[src/rtl/vcxo_lock_sequencer.sv]
// vcxo_lock_sequencer: measurement sequencer for the VCXO discipline loop.
// It starts frequency measurements and accepts a result only when it repeats
// the previous one. Stable results become saturated PWM correction steps and
// drive the lock / unlock qualification. TX suspends the loop (holdover).
module vcxo_lock_sequencer #(
    parameter int LOCK_TOL      = 1,
    parameter int COARSE_TOL    = 10,
    parameter int LOCK_COUNT    = 4,
    parameter int UNLOCK_COUNT  = 2,
    parameter int STEP_MAX      = 4096,
    parameter int MEAS_TIMEOUT  = 1300000,
    parameter int SETTLE_CYCLES = 16
) (
    input  logic        clk_in,
    input  logic        reset_in,
    input  logic        enable_in,
    input  logic        tx_in,
    input  logic        meas_done_in,
    input  logic [31:0] freq_error_in,
    output logic        meas_start,
    output logic        meas_abort,
    output logic        pwm_update,
    output logic [31:0] pwm_step,
    output logic        locked,
    output logic        timeout_flag,
    output logic [31:0] last_error
);

    localparam int CNT_MAX = (MEAS_TIMEOUT > SETTLE_CYCLES) ? MEAS_TIMEOUT : SETTLE_CYCLES;
    localparam int CNT_W   = $clog2(CNT_MAX) + 1;

    localparam logic [CNT_W-1:0]  TIMEOUT_LAST = CNT_W'(MEAS_TIMEOUT - 1);
    localparam logic [CNT_W-1:0]  SETTLE_LAST  = CNT_W'(SETTLE_CYCLES - 1);
    localparam logic [7:0]        LOCK_N       = 8'(LOCK_COUNT);
    localparam logic [7:0]        UNLOCK_N     = 8'(UNLOCK_COUNT);
    localparam logic [32:0]       LOCK_TOL_33  = 33'(LOCK_TOL);
    localparam logic [32:0]       COARSE_TOL_33 = 33'(COARSE_TOL);
    localparam logic signed [33:0] STEP_POS    = 34'(STEP_MAX);
    localparam logic signed [33:0] STEP_NEG    = -34'(STEP_MAX);

    typedef enum logic [2:0] {
        IDLE,
        HOLD,
        SETTLE,
        START,
        WAIT_MEAS,
        EVAL
    } state_t;

    state_t state;
    state_t next_state;

    logic [CNT_W-1:0]   cnt;
    logic signed [31:0] cap_error;
    logic signed [31:0] prev_error;
    logic               prev_valid;
    logic [7:0]         lock_cnt;
    logic [7:0]         unlock_cnt;

    logic               settle_done;
    logic               timeout_hit;
    logic               stable;
    logic               do_eval;
    logic signed [32:0] e33;
    logic [32:0]        mag;
    logic               is_fine;
    logic               is_coarse;
    logic signed [33:0] e34;
    logic signed [33:0] step_raw;
    logic [31:0]        step_sat;
    logic [7:0]         lock_inc;
    logic [7:0]         unlock_inc;

    // Next-state selection: TX beats disable, which beats the normal flow.
    always_comb begin
        next_state  = state;
        settle_done = (cnt == SETTLE_LAST);
        timeout_hit = (state == WAIT_MEAS) && !meas_done_in && (cnt == TIMEOUT_LAST);
        if (tx_in) begin
            next_state = HOLD;
        end else if (!enable_in) begin
            next_state = IDLE;
        end else begin
            case (state)
                IDLE:      next_state = SETTLE;
                HOLD:      next_state = SETTLE;
                SETTLE:    if (settle_done) next_state = START;
                START:     next_state = WAIT_MEAS;
                WAIT_MEAS: begin
                    if (meas_done_in)     next_state = EVAL;
                    else if (timeout_hit) next_state = SETTLE;
                end
                EVAL:      next_state = START;
                default:   next_state = SETTLE;
            endcase
        end
    end

    // Result evaluation: stability test, error magnitude class and saturated step.
    always_comb begin
        stable   = prev_valid && (cap_error == prev_error);
        do_eval  = (state == EVAL) && (next_state == START);
        e33      = {cap_error[31], cap_error};
        mag      = e33[32] ? 33'(-e33) : 33'(e33);
        is_fine  = (mag <= LOCK_TOL_33);
        is_coarse = (mag > COARSE_TOL_33);
        e34      = {{2{cap_error[31]}}, cap_error};
        step_raw = '0;
        if (is_coarse)     step_raw = -(e34 <<< 1);
        else if (!is_fine) step_raw = -e34;
        if (step_raw > STEP_POS)      step_sat = 32'(STEP_POS);
        else if (step_raw < STEP_NEG) step_sat = 32'(STEP_NEG);
        else                          step_sat = step_raw[31:0];
        lock_inc   = (lock_cnt == LOCK_N) ? lock_cnt : lock_cnt + 8'd1;
        unlock_inc = (unlock_cnt == UNLOCK_N) ? unlock_cnt : unlock_cnt + 8'd1;
    end

    // State register.
    always_ff @(posedge clk_in) begin
        if (reset_in) state <= SETTLE;
        else          state <= next_state;
    end

    // Counters, captured errors, status and registered output strobes.
    always_ff @(posedge clk_in) begin
        if (reset_in) begin
            cnt          <= '0;
            cap_error    <= '0;
            prev_error   <= '0;
            prev_valid   <= 1'b0;
            lock_cnt     <= '0;
            unlock_cnt   <= '0;
            meas_start   <= 1'b0;
            meas_abort   <= 1'b0;
            pwm_update   <= 1'b0;
            pwm_step     <= '0;
            locked       <= 1'b0;
            timeout_flag <= 1'b0;
            last_error   <= '0;
        end else begin
            meas_start <= (next_state == START);
            meas_abort <= ((next_state == HOLD) || (next_state == IDLE)) &&
                          ((state == START) || (state == WAIT_MEAS) ||
                           (state == EVAL) || (state == SETTLE));
            pwm_update <= do_eval && stable;

            if (next_state != state)
                cnt <= '0;
            else if ((state == SETTLE) || (state == WAIT_MEAS))
                cnt <= cnt + CNT_W'(1);

            if ((state == WAIT_MEAS) && (next_state == EVAL))
                cap_error <= freq_error_in;

            if (timeout_hit && (next_state == SETTLE)) begin
                timeout_flag <= 1'b1;
                locked       <= 1'b0;
                prev_valid   <= 1'b0;
            end

            if (next_state == HOLD)
                prev_valid <= 1'b0;

            if ((next_state == IDLE) && (state != IDLE))
                locked <= 1'b0;

            if (do_eval) begin
                prev_error <= cap_error;
                prev_valid <= 1'b1;
                if (stable) begin
                    last_error <= cap_error;
                    pwm_step   <= step_sat;
                    if (is_fine) begin
                        lock_cnt   <= lock_inc;
                        unlock_cnt <= '0;
                        if (lock_inc == LOCK_N) locked <= 1'b1;
                    end else if (is_coarse) begin
                        unlock_cnt <= unlock_inc;
                        lock_cnt   <= '0;
                        if (locked && (unlock_inc == UNLOCK_N)) locked <= 1'b0;
                    end else begin
                        lock_cnt   <= '0;
                        unlock_cnt <= '0;
                    end
                end
            end
        end
    end

endmodule
[config.mk]
export PLATFORM = sky130hd
export DESIGN_NAME = vcxo_lock_sequencer
export DESIGN_NICKNAME = d
export VERILOG_FILES = /design/src/rtl/vcxo_lock_sequencer.sv
export SDC_FILE = /design/constraint.sdc
export NUM_CORES = 1
export LEC_CHECK = 0
export ABC_AREA = 1
export BUFFER_PORTS_ARGS = -buffer_cell sky130_fd_sc_hd__buf_2
export CORE_UTILIZATION = 40
export CTS_BUF_LIST = sky130_fd_sc_hd__clkbuf_4 sky130_fd_sc_hd__clkbuf_8
export DETAILED_ROUTE_END_ITERATION = 10
export GPL_TIMING_DRIVEN = 0
export PLACE_DENSITY_LB_ADDON = 0.08
export SETUP_SLACK_MARGIN = 0.15
export SYNTH_ARGS = -nofsm -noshare
export SYNTH_HDL_FRONTEND = slang
export SYNTH_SLANG_ARGS = --single-unit
[constraint.sdc]
create_clock -name clk_in -period 3.1 [get_ports clk_in]
set_input_delay 0.31 -clock clk_in [delete_from_list [all_inputs] [get_ports clk_in]]
set_output_delay 0.31 -clock clk_in [all_outputs]
set_load 0.05 [all_outputs]
==> flow_metrics.env <==
export IMPL_synth_top_cells_by_area="dfxtp_1 (36%), nand2_1 (13%), nor2_1 (7.3%)"
export IMPL_total_power_mw=5.44
export IMPL_slew_violations=0
export IMPL_startpoint_type="flop"
export IMPL_worstPathMaxFanout=7
export IMPL_yosysWarnings=0
export IMPL_grt_pass1_vias=9424
export IMPL_synthCells=1496
export IMPL_crit_required_ns=3.51
export IMPL_ys_seq_area_frac=0.357
export IMPL_nFillCells=2474
export IMPL_synth_nets=1541
export IMPL_crit_family="simple AND/OR/NAND/NOR gates"
export IMPL_synth_avg_cell_area_sq_um=6.56
export IMPL_synth_edf_count=0
export IMPL_fin_tns_setup_ns=-5.09
export IMPL_fp_dieW_um=159
export IMPL_via_per_inst=5.31
export IMPL_hold_buffers=0
export IMPL_status="finished, violations left"
export IMPL_p_per_area_nw_per_um2=443
export IMPL_crit_top_cell="nand3_2"
export IMPL_period_share=1.13
export IMPL_antenna_found_initial=0
export IMPL_grt_max_degree=19
export IMPL_path_buf_inv=4
export IMPL_finalSetupViolCount=23
export IMPL_dieArea_sq_um=25200
export IMPL_maxCapViolations=0
export IMPL_h_tree_depth=4
export IMPL_worstMarginPinSlew_ns=0.866
export IMPL_ys_flop_type="dfxtp_1"
export IMPL_syn_to_final_growth_pct=25.0
export IMPL_synth_area_sq_um=9810
export IMPL_max_freq_mhz=285
export IMPL_cts_sinks=175
export IMPL_endpoint_kind="flop"
export IMPL_grt_usage=0.276
export IMPL_gp_congestion=0.931
export IMPL_dieHeight_um=159
export IMPL_cts_tree="yes"
export IMPL_post_place_ws_ns=-0.991
export IMPL_cts_buffer_depth=2
export IMPL_drc=0
export IMPL_core_area_sq_um=23800
export IMPL_fin_nets=1719
export IMPL_crit_arrival_ns=3.91
export IMPL_ys_ff_latch=175
export IMPL_slowest_delay_ns=0.40
export IMPL_synth_most_common_cell="nand2_1"
export IMPL_max_slew_margin=0.423
export IMPL_min_period_ns=3.51
export IMPL_finalWirelength_um=34800
export IMPL_multi_input_comb_area_sq_um=5890
export IMPL_dp_hpwl_um=26200
export IMPL_finalClockSkew_ns=0.0197
export IMPL_grt_overflow=0
export IMPL_ant_nets=0
export IMPL_port_buffers=104
export IMPL_n_antenna_cell=0
export IMPL_wl_per_cell_um=17.3
export IMPL_initial_core_util=0.413
export IMPL_critPathSlowestCell="dfxtp_4"
export IMPL_yosys_area_top_type="dfxtp_1"
export IMPL_irDropWorstVdd_mv=0.249
export IMPL_async_reset_ff_frac=0
export IMPL_hold_violations=0
export IMPL_via_count=10646
export IMPL_cts_buffers=17
export IMPL_cts_root_buf="clkbuf_8"
export IMPL_clk_insertion_delay_late_ns=0.48
export IMPL_layout_cells_non_filler=2006
export IMPL_leakage_nw=5.46
export IMPL_path_clk_slew_ns=0.10
export IMPL_hp_class="input pin to flop"
export IMPL_synthTopCellsByCount="nand2_1 (329), nor2_1 (192), dfxtp_1 (175), inv_1 (152), nand3_1 (118)"
export IMPL_grt_pass1_wl_um=52000
export IMPL_dr_pass1_iters=5
export IMPL_final_seq_area_sq_um=3560
export IMPL_dp_cells=1919
export IMPL_rows=56
export IMPL_rsz0062_at_grt="true"
export IMPL_violations="setup timing"
export IMPL_crit_type="flop to flop"
export IMPL_drtIter0Drc=783
export IMPL_fin_ws_ns=-0.406
export IMPL_io_pins=106
export IMPL_synth_top_area_frac=0.357
export IMPL_drive_gt1_frac=0.237
export IMPL_synth_distinct_cells=44
layer usage:
| metal | track usage | vias to the layer above | share of wire |
|---|---|---|---|
| met3 | 0.0397 | 50 | 0.052 |
| met1 | 0.365 | 4973 | 0.46 |
| met5 | 0 | - | 0 |
| met4 | 0.100 | 0 | 0.030 |
| met2 | 0.455 | 325 | 0.46 |
| li1 | - | 5298 | - |
cell usage in the layout, fill, tap and decap left out, types with 9 or more instances in the layout:
cell type / synthesis / routed
o21ai_0: 116 / 107
dfxtp_4: 0 / 9
nor2_1: 192 / 167
clkbuf_8: 0 / 18
nor2_4: 5 / 18
nand2_1: 329 / 302
dfxtp_2: 0 / 15
a21oi_2: 10 / 14
nand3_2: 12 / 18
nor3_1: 25 / 22
a21oi_1: 112 / 108
a31oi_1: 18 / 18
buf_4: 1 / 49
buf_2: 9 / 112
nand3_1: 118 / 109
xnor2_1: 10 / 10
nand2_4: 1 / 10
xor2_1: 22 / 20
nand2_2: 9 / 26
nand4_1: 34 / 34
dfxtp_1: 175 / 151
o21ai_1: 10 / 14
clkbuf_1: 46 / 31
nor4_1: 28 / 21
nor2_2: 6 / 18
inv_1: 152 / 147
buf_6: 6 / 9
timing repair:
item / 4_1_cts / 5_1_grt
cloned: 4 / 0
endpoints found under the setup margin: 118 / 110
endpoints found under the hold margin: 0 / 0
pin swaps: 27 / 45
buffers inserted: 29 / 22
resized for setup: 105 / 123
path summary, 6_finish.rpt:
check,from,slack (ns),cells past startpoint,end
worst min register to register,pwm_step[22],0.46,2,pwm_step[22]
worst min-delay path,freq_error_in[19],0.11,3,cap_error[19]
worst max-delay path,cap_error[0],-0.41,29,pwm_step[0]
worst max register to register,cap_error[0],-0.41,29,pwm_step[0]
sequential cells by signal, summed over array words and instances, names as in the netlist, 3 cells and up:
| name | flops |
|---|---|
| cap_error | 32 |
| cnt | 22 |
| last_error | 32 |
| lock_cnt | 8 |
| prev_error | 32 |
| pwm_step | 32 |
| state | 3 |
| unlock_cnt | 8 |
cells by family after synthesis:
kind of cell | count (synthesis) | share of synthesized area
simple gates | 778 | 0.358
compound gates | 280 | 0.153
buf+inv | 223 | 0.0929
flops | 175 | 0.357
xor+xnor | 32 | 0.0286
fa+ha+maj | 8 | 0.0102
per-stage QoR:
stage | hold WS, ns | area, sq um | util
after floorplan | 0.444 | 9840 | -
after global placement | 0.442 | 10800 | 0.453
after detailed placement | 0.449 | 10800 | 0.453
after CTS | 0.0836 | 11800 | 0.495
after global routing | 0.109 | 12300 | 0.516
final | 0.105 | 12300 | 0.516
report_power, final:
| part | switching (mW) | internal (mW) | leakage (nW) | total, mW |
|---|---|---|---|---|
| logic | 0.944 | 0.615 | 3.83 | 1.56 |
| registers | 0.0159 | 2.25 | 1.43 | 2.27 |
| clock network | 0.991 | 0.621 | 0.200 | 1.61 |
area by class of cell:
class                   count  share of cell area
multi-input cells        1098               0.480
well taps                 319              0.0325
inverters                 159              0.0515
flip-flops and latches    175               0.290
clock buffers              19              0.0203
plain buffers              64              0.0313
clock inverters            13              0.0113
repair buffers            159              0.0826
worst min-delay path, delay by kind of cell:
family                 cells  cell delay (ns)
AOI/OAI and AO/OA          2             0.17
buffers and inverters      1             0.07
No activity file was read; power rests on OpenSTA's default activity.
